--- config.mk ---
export PLATFORM = sky130hd
export DESIGN_NAME = seq_sub
export DESIGN_NICKNAME = d
export VERILOG_FILES = /design/src/rtl/seq_sub.sv
export SDC_FILE = /design/constraint.sdc
export NUM_CORES = 1
export LEC_CHECK = 0
export CAP_MARGIN = 20
export CORE_AREA = 3 3 200 124
export CTS_CLUSTER_SIZE = 24
export DETAILED_ROUTE_END_ITERATION = 7
export DIE_AREA = 0 0 203 127
export GPL_ROUTABILITY_DRIVEN = 1
export PLACE_DENSITY = 0.85
export SLEW_MARGIN = 10
export SYNTH_ARGS = -nofsm -noshare
export SYNTH_HDL_FRONTEND = slang
export SYNTH_SLANG_ARGS = --single-unit
--- constraint.sdc ---
create_clock -name clk -period 10.03 [get_ports clk]
set_clock_uncertainty 0.05 [all_clocks]
set_input_delay 1.5045 -clock clk [delete_from_list [all_inputs] [get_ports clk]]
set_output_delay 1.5045 -clock clk [all_outputs]
set_load 0.02 [all_outputs]
--- src/rtl/seq_sub.sv ---
// Multi-cycle two's-complement subtractor: diff = a + ~b + 1, CHUNK bits per clock
// through a registered carry, with Y86 flags (ZF, SF, OF) and unsigned borrow.
module seq_sub #(
   parameter int WIDTH = 64,
   parameter int CHUNK = 8
) (
   input  logic             clk,
   input  logic             rst_n,
   input  logic             start,
   input  logic [WIDTH-1:0] a,
   input  logic [WIDTH-1:0] b,
   output logic             busy,
   output logic             done,
   output logic [WIDTH-1:0] diff,
   output logic             overflow,
   output logic             zf,
   output logic             sf,
   output logic             borrow
);

   localparam int N  = WIDTH / CHUNK;
   localparam int CW = $clog2(N + 1);
   localparam logic [CW-1:0] LAST = CW'(N);

   typedef enum logic [1:0] {S_IDLE, S_RUN, S_DONE} state_t;

   state_t           state_q;
   logic [WIDTH-1:0] opa_q, opb_q, res_q;
   logic [CHUNK-1:0] sla_q, slb_q;
   logic             carry_q;
   logic [CW-1:0]    cnt_q;
   logic             busy_q, done_q, ovf_q, zf_q, sf_q, borrow_q;
   logic [WIDTH-1:0] diff_q;

   logic [CHUNK:0]   sum_d;
   logic [CHUNK-1:0] low_d;
   logic             cmsb_d;
   logic [CW-1:0]    idx_d;
   logic [WIDTH-1:0] res_d;

   // Slice operands are registered one cycle ahead of the add so the slice mux
   // stays off the carry path; the add therefore trails the fetch by one count.
   always_comb begin
      sum_d  = {1'b0, sla_q} + {1'b0, slb_q} + {{CHUNK{1'b0}}, carry_q};
      low_d  = {1'b0, sla_q[CHUNK-2:0]} + {1'b0, slb_q[CHUNK-2:0]}
             + {{(CHUNK-1){1'b0}}, carry_q};
      cmsb_d = low_d[CHUNK-1];
      idx_d  = cnt_q - 1'b1;
      res_d  = res_q;
      if (cnt_q != '0)
         res_d[idx_d*CHUNK +: CHUNK] = sum_d[CHUNK-1:0];
   end

   always_ff @(posedge clk or negedge rst_n) begin
      if (!rst_n) begin
         state_q  <= S_IDLE;
         opa_q    <= '0;
         opb_q    <= '0;
         res_q    <= '0;
         sla_q    <= '0;
         slb_q    <= '0;
         carry_q  <= 1'b0;
         cnt_q    <= '0;
         busy_q   <= 1'b0;
         done_q   <= 1'b0;
         diff_q   <= '0;
         ovf_q    <= 1'b0;
         zf_q     <= 1'b0;
         sf_q     <= 1'b0;
         borrow_q <= 1'b0;
      end else begin
         case (state_q)
            S_IDLE, S_DONE: begin
               done_q <= 1'b0;
               if (start) begin
                  opa_q   <= a;
                  opb_q   <= ~b;
                  carry_q <= 1'b1;
                  cnt_q   <= '0;
                  state_q <= S_RUN;
               end else begin
                  state_q <= S_IDLE;
               end
            end
            S_RUN: begin
               if (cnt_q != LAST) begin
                  sla_q <= opa_q[cnt_q*CHUNK +: CHUNK];
                  slb_q <= opb_q[cnt_q*CHUNK +: CHUNK];
               end
               if (cnt_q != '0) begin
                  res_q   <= res_d;
                  carry_q <= sum_d[CHUNK];
               end
               cnt_q <= cnt_q + 1'b1;
               // Final count adds the top slice; flags come from the full result.
               if (cnt_q == LAST) begin
                  state_q  <= S_DONE;
                  busy_q   <= 1'b0;
                  done_q   <= 1'b1;
                  diff_q   <= res_d;
                  ovf_q    <= cmsb_d ^ sum_d[CHUNK];
                  zf_q     <= (res_d == '0);
                  sf_q     <= res_d[WIDTH-1];
                  borrow_q <= ~sum_d[CHUNK];
               end else begin
                  busy_q <= 1'b1;
               end
            end
            default: state_q <= S_IDLE;
         endcase
      end
   end

   assign busy     = busy_q;
   assign done     = done_q;
   assign diff     = diff_q;
   assign overflow = ovf_q;
   assign zf       = zf_q;
   assign sf       = sf_q;
   assign borrow   = borrow_q;

endmodule

Yosys cells after proc, flatten, opt, wreduce, memory -nomap -nowiden
Index checks and enable logic that the tools add are counted.
Word-level totals
  bits in latches: 0
  word-level logic and storage cells: 61
  ROM bits: 0
  flip-flop bits (word level): 285
  memories kept: 0
  bits in writable memories: 0
  output and inout port bits: 70
Cells by class
  order comparisons: 0
  $add $sub $neg: 7
  eq/ne operators: 7
  shifts and indexed selects: 4
  multipliers: 0
  bitwise gates (word level): 3
  multiplexer cells: 13
  reduce and logical (&&, ||, !) cells: 12
  div/mod/pow operators: 0
Operators by type and width (number)
  $shiftx A64 B8 Y8: 2
  $bwmux W64: 1
  $logic_not A64 Y1: 1
  $mux W64: 1
  $not A64 Y64: 1
  $shift A8 B34 Y64 const A: 1
  $shiftx A8 B34 Y64: 1
  $neg A7 Y34: 1
  $reduce_and A2 Y1: 6
  $add A8 B8 Y9: 1
  $add A9 B1 Y9: 1
  $add A7 B7 Y8: 1
  $add A8 B1 Y8: 1
  $pmux W4 S2: 1
  $ne A2 B2 Y1 const B: 3
  $mux W1: 5
  $add A4 B1 Y4 const B: 1
  $eq A4 B4 Y1 const B: 1
  $mux W4: 1
  $ne A4 B4 Y1 const B: 1
  $pmux W1 S2: 2
  $pmux W2 S2: 1
  $reduce_bool A4 Y1: 1
  $sub A4 B1 Y4 const B: 1
  other kinds (9): 9

Depth between registers and ports, before layout
  depth in word-level cells: 6
  mapped depth: 16
  mapped depth without buffers: 13

Least setup slack after synthesis
No wires, ideal clock.
  path kind: register to register
  from: reg cnt_q[1]
  to: reg zf_q, in the netlist zf
  cell stages (with the launch flop): 17
  path slack: 6.439 ns
  library setup time: 0.081 ns
  required time: 9.899 ns
  arrival: 3.460 ns
  period minus slack after synthesis: 3.591 ns
  cells stage by stage: dfrtp_1 -> buf_6 -> clkbuf_1 -> inv_1 -> ha_1 -> buf_4 -> xnor2_1 -> and3_1 -> ha_1 -> and4b_2 -> o31ai_1 -> or2_2 -> buf_2 -> a22o_1 -> and4bb_2 -> nand4_1 -> o22ai_2
On the way
  cells in the longest elaborated chain, start to end: 6
  elaborated cells on any way between the ends: 10
  those cells by class: add/sub: 2; eq/ne: 1; shift: 2; mux: 2; reduce/logical: 3
RTL lines
  from (decl): line 31  | logic [CW-1:0] cnt_q;
  from (signal assigned): line 94  | cnt_q <= cnt_q + 1'b1;
  $sub A4 B1 Y4: line 48  | idx_d = cnt_q - 1'b1;
  $neg A7 Y34: line 51  | res_d[idx_d*CHUNK +: CHUNK] = sum_d[CHUNK-1:0];
  $shiftx A8 B34 Y64 / $shift A8 B34 Y64 (equally long branches): line 51
  $bwmux W64: line 51
  $mux W64: line 50  | if (cnt_q != '0)
  $logic_not A64 Y1: line 102  | zf_q <= (res_d == '0);
  to (signal assigned): line 102
  to (decl): line 32  | logic busy_q, done_q, ovf_q, zf_q, sf_q, borrow_q;
Parallel ways exist; a longest one is shown, timed or not.
A chain may end at the register's enable or synchronous reset.

Worst setup path in the final report
Same ends and word-level chain as after synthesis.

==> summary.md <==
| Metric | Value |
|---|---|
| Outcome | finished, final reports clean |
| Max capacitance violation total | 0 |
| Number of register bits inferred by synthesis | 284 |
| Leakage power total | 0.00727 uW |
| First-pass iteration count of the detailed router | 5 |
| Initial antenna violation count | 0 |
| Largest net degree at the start of global routing | 168 |
| Number of cell instances on the worst register-to-register path | 13 |
| Synth Instances | 1398 |
| Synth warn | 0 |
| Overall fraction of global-route tracks in use | 29.5% |
| Hold WC Path Type | reg2reg |
| Worst skew pair latency | 0.54 ns |
| Unrepaired setup endpoints after global routing | false |
| Critical path fanouts, max | 41 |
| Remaining global-route overflow | 0 |
| Flip-flop cell with the highest count after synthesis | sky130_fd_sc_hd__dfrtp_1 |
| Die outline width | 203 microns |
| Nature of the critical path endpoint | register |
| Worst Setup Path Type | reg2reg |
| Hold Vio Cnt, Final | 0 |
| Worst-case hold path end point | opa_q[29] |
| Most repeated library cell on the critical path | sky130_fd_sc_hd__ha_1 |
| CP startpoint | cnt_q[1] |
| Count of flip-flops with a built-in enable after synthesis | 0 |
| Weighted congestion reported at the end of routability-driven placement | 0.996 |
| Final-stage net count | 1694 |
| Pwr dens | 367 mW/mm^2 |
| Level count of the clock H-tree | 1 |
| Avg WL per Cell | 20.3 microns |
| Clock tree from TritonCTS | built |
| Top post-synthesis cells by area | sky130_fd_sc_hd__dfrtp_1 53%, sky130_fd_sc_hd__nand2_1 11%, sky130_fd_sc_hd__o21ai_0 5.6% |
| Arrival time worst endpoint | 5.01 ns |
| Final clock period utilization by the worst path | a little under half |
| Ports | 201 |
| Required time of the critical path | 10.44 ns |
| Per-instance average area after synthesis | 9.64 sq um |
| Int Pwr | between 3000 and 4000 uW |
| Clock power frac | around 15% |
| Detailed-route via count | 11160 |
| Wire length of the first global-routing pass | 59.9 mm |
| Leading cell type in the layout, fill and taps excluded | sky130_fd_sc_hd__nand2_1 |
| Number of fillers in the final layout | between 1500 and 2000 |
| Final count of pins violating max slew | 0 |
| Launch instance of the worst register-to-register path | cnt_q[1] |
| Sw frac | 44.6% |
| Clock Tree Root | sky130_fd_sc_hd__clkbuf_16 |
| Area of the core region | between 0.02 and 0.025 sq mm |
| Min Hold Slack | roughly 0.43 ns |
| Standard-cell rows | 43 |
| Fraction of layout instances using a drive strength above 1 | ~8.7% |
| Longest individual stage delay on the worst path | 1.01 ns |
| Total standard cell area after synthesis | between 0.01 and 0.015 sq mm |
| Critical-path top delay cell | sky130_fd_sc_hd__dfrtp_2 |
| Netlist cell types | 81 |
| Hold Buf Count CTS | 0 |
| Quantity of gates resized following cts | 0 |
| Area added between synthesis and finish | 21.2% |
| Clock buffers created by TritonCTS | 25 |
| Post-detailed-route count of antenna-violating nets | 0 |
| Total inserted antenna cells | 0 |
| Peak VDD IR | 0.161 mV |
| Final HPWL DP | 26.7 mm |
| Starting utilization of the core area | 58.6% |
| IO buf count | 200 |
| Number of global-route vias before repair | approximately 11000 |
| Count of endpoints failing setup in the final report | 0 |
| # DRC | 0 |
| Min Clock Period, post-route | 4.60 ns |
| Worst-margin pin slew | 1.09 ns |
| Cell Chain, Critical Path | inv_1, ha_1, xnor2_1, and3_1, ha_1, and2_1, o221ai_2, mux2_2, nand2_1, nor4_1, and4_1, nand4_1, o22ai_2 |
| Post-synthesis cell type with the largest combined area | sky130_fd_sc_hd__dfrtp_1 |
| Proportion of synthesized flip-flops having asynchronous set or reset | 100% |
| Yosys top cell area share | 52.8% |
| Setup Fix Bufs, Post-CTS | 0 |
| Share of synthesized area occupied by flip-flops and latches | between 50% and 60% |
| Buffers from clock root to sink, at most | 3 |
| Final sum of negative setup slack | 0 ns |
| Source of the worst hold timing path | opa_q[29] |
| Worst rel slew slack | 27.2% |
| Die Footprint | 0.0258 sq mm |
| Worst flop-to-flop path endpoint | zf |
| Vias per inst | 5.94 |
| Nets in the synthesized netlist | 1545 |
| Clock sinks | 284 |
| Net switching power | 2670 uW |
| Number of violations reported at the end of detailed-routing iteration 0 | 861 |
| Commonest cells after routing, fill and taps aside | 386 x sky130_fd_sc_hd__nand2_1, 282 x sky130_fd_sc_hd__dfrtp_1, 199 x sky130_fd_sc_hd__clkdlybuf4s50_1 |
| Worst setup SP type | register |
| Vertical die dimension | 127 microns |
| Clock transition at path regs | roughly 0.080 ns |
| Setup slack of the worst register-to-register path | 5.43 ns |
| Part of the total power dissipated in sequential elements | 34.6% |
| Hold depth | 2 |
| Comb power frac | 50.0% |
| Routed Wire Length | 38.1 mm |
| Maximum clock rate | between 200 and 250 MHz |
[layout make-up]
cell class / instances / area (sq um) / share of cell area (%)
flip-flops and latches: 284 / 7110 / 43.5
well taps: 315 / 394 / 2.41
inverters: 9 / 33.8 / 0.207
repair buffers: 214 / 2140 / 13.1
clock inverters: 8 / 56.3 / 0.345
clock buffers: 36 / 697 / 4.27
multi-input cells: 1013 / 5900 / 36.1
[synth_stat cells, types with 9 or more instances]
master and number:
sky130_fd_sc_hd__nand2_1 386, sky130_fd_sc_hd__dfrtp_1 284, sky130_fd_sc_hd__o21ai_0 150, sky130_fd_sc_hd__nor2_1 115, sky130_fd_sc_hd__a21oi_1 83, sky130_fd_sc_hd__clkbuf_1 62, sky130_fd_sc_hd__mux4_2 32, sky130_fd_sc_hd__mux2i_1 25
sky130_fd_sc_hd__nor3_1 18, sky130_fd_sc_hd__mux2_2 15, sky130_fd_sc_hd__ha_1 14, sky130_fd_sc_hd__a22oi_1 12, sky130_fd_sc_hd__a31oi_1 10, sky130_fd_sc_hd__nand2b_1 10, sky130_fd_sc_hd__buf_1 9, sky130_fd_sc_hd__inv_1 9
sky130_fd_sc_hd__o21a_1 9, sky130_fd_sc_hd__o31ai_1 9
[worst max path at each step]
stage          to  cells past startpoint
4_1_cts        zf                     13
3_3_place_gp   zf                     12
6_report       zf                     13
5_1_grt        zf                     13
3_5_place_dp   zf                     13
2_1_floorplan  zf                     16
[layer usage]
layer	vias up	routed length (microns)	share of wire [%]	track usage, %
met5	-	0	0	0
met2	551	16000	42	42.3
met4	0	709	1.9	5.66
li1	5116	-	-	-
met3	62	3990	10	8.33
met1	5431	17500	46	45.7
[registers in the layout, indices dropped and copies added (netlist names)]
| register | cells |
|---|---|
| state_q | 2 |
| opb_q | 64 |
| overflow | 1 |
| zf | 1 |
| carry_q | 1 |
| diff | 63 |
| slb_q | 8 |
| res_q | 64 |
| done | 1 |
| sla_q | 8 |
| opa_q | 64 |
| sf | 1 |
| borrow | 1 |
| cnt_q | 4 |
| busy | 1 |
[through the flow]
step	setup slack (ns)	instance area, sq um	total power (uW)	utilization [%]	cells
3_3_place_gp	5.76	15500	4910	67.6	1832
3_5_place_dp	5.51	15500	4980	67.6	1832
4_1_cts	5.52	16300	5920	70.9	1876
6_report	5.43	16300	5990	71.1	1879
5_1_grt	5.15	16300	6370	71.1	1879
2_1_floorplan	6.44	13500	3880	-	1398
[worst max-delay path: cells and delay by family, from the launching register on]
| kind | cells | cell delay (ns) |
|---|---|---|
| AO/OA/AOI/OAI | 2 | 0.50 |
| XOR/XNOR | 1 | 0.19 |
| flip-flops | 1 | 1.01 |
| adder cells (fa/ha/maj) | 2 | 0.85 |
| buffers and inverters | 1 | 0.24 |
| AND/OR/NAND/NOR | 6 | 1.31 |
| multiplexers | 1 | 0.37 |
[cell families (layout without fill, tap and decap cells)]
family | Yosys count | count (layout) | synth area share [%]
compound gates | 318 | 318 | 14.0
xor+xnor | 10 | 10 | 0.706
fa+ha+maj | 16 | 16 | 1.60
buf+inv | 101 | 267 | 3.75
flops | 284 | 284 | 52.8
mux | 72 | 72 | 8.46
simple gates | 597 | 597 | 18.7
[power groups by stage]
stage               registers [uW]  logic (uW)  clock network [uW]
detailed placement            2070        2910                   0
floorplan                     2090        1790                   0
global placement              2050        2860                   0
CTS                           2060        2930                 931
finish                        2070        3000                 925
global route                  2130        3260                 983
Power figures use the tool's default switching activity.
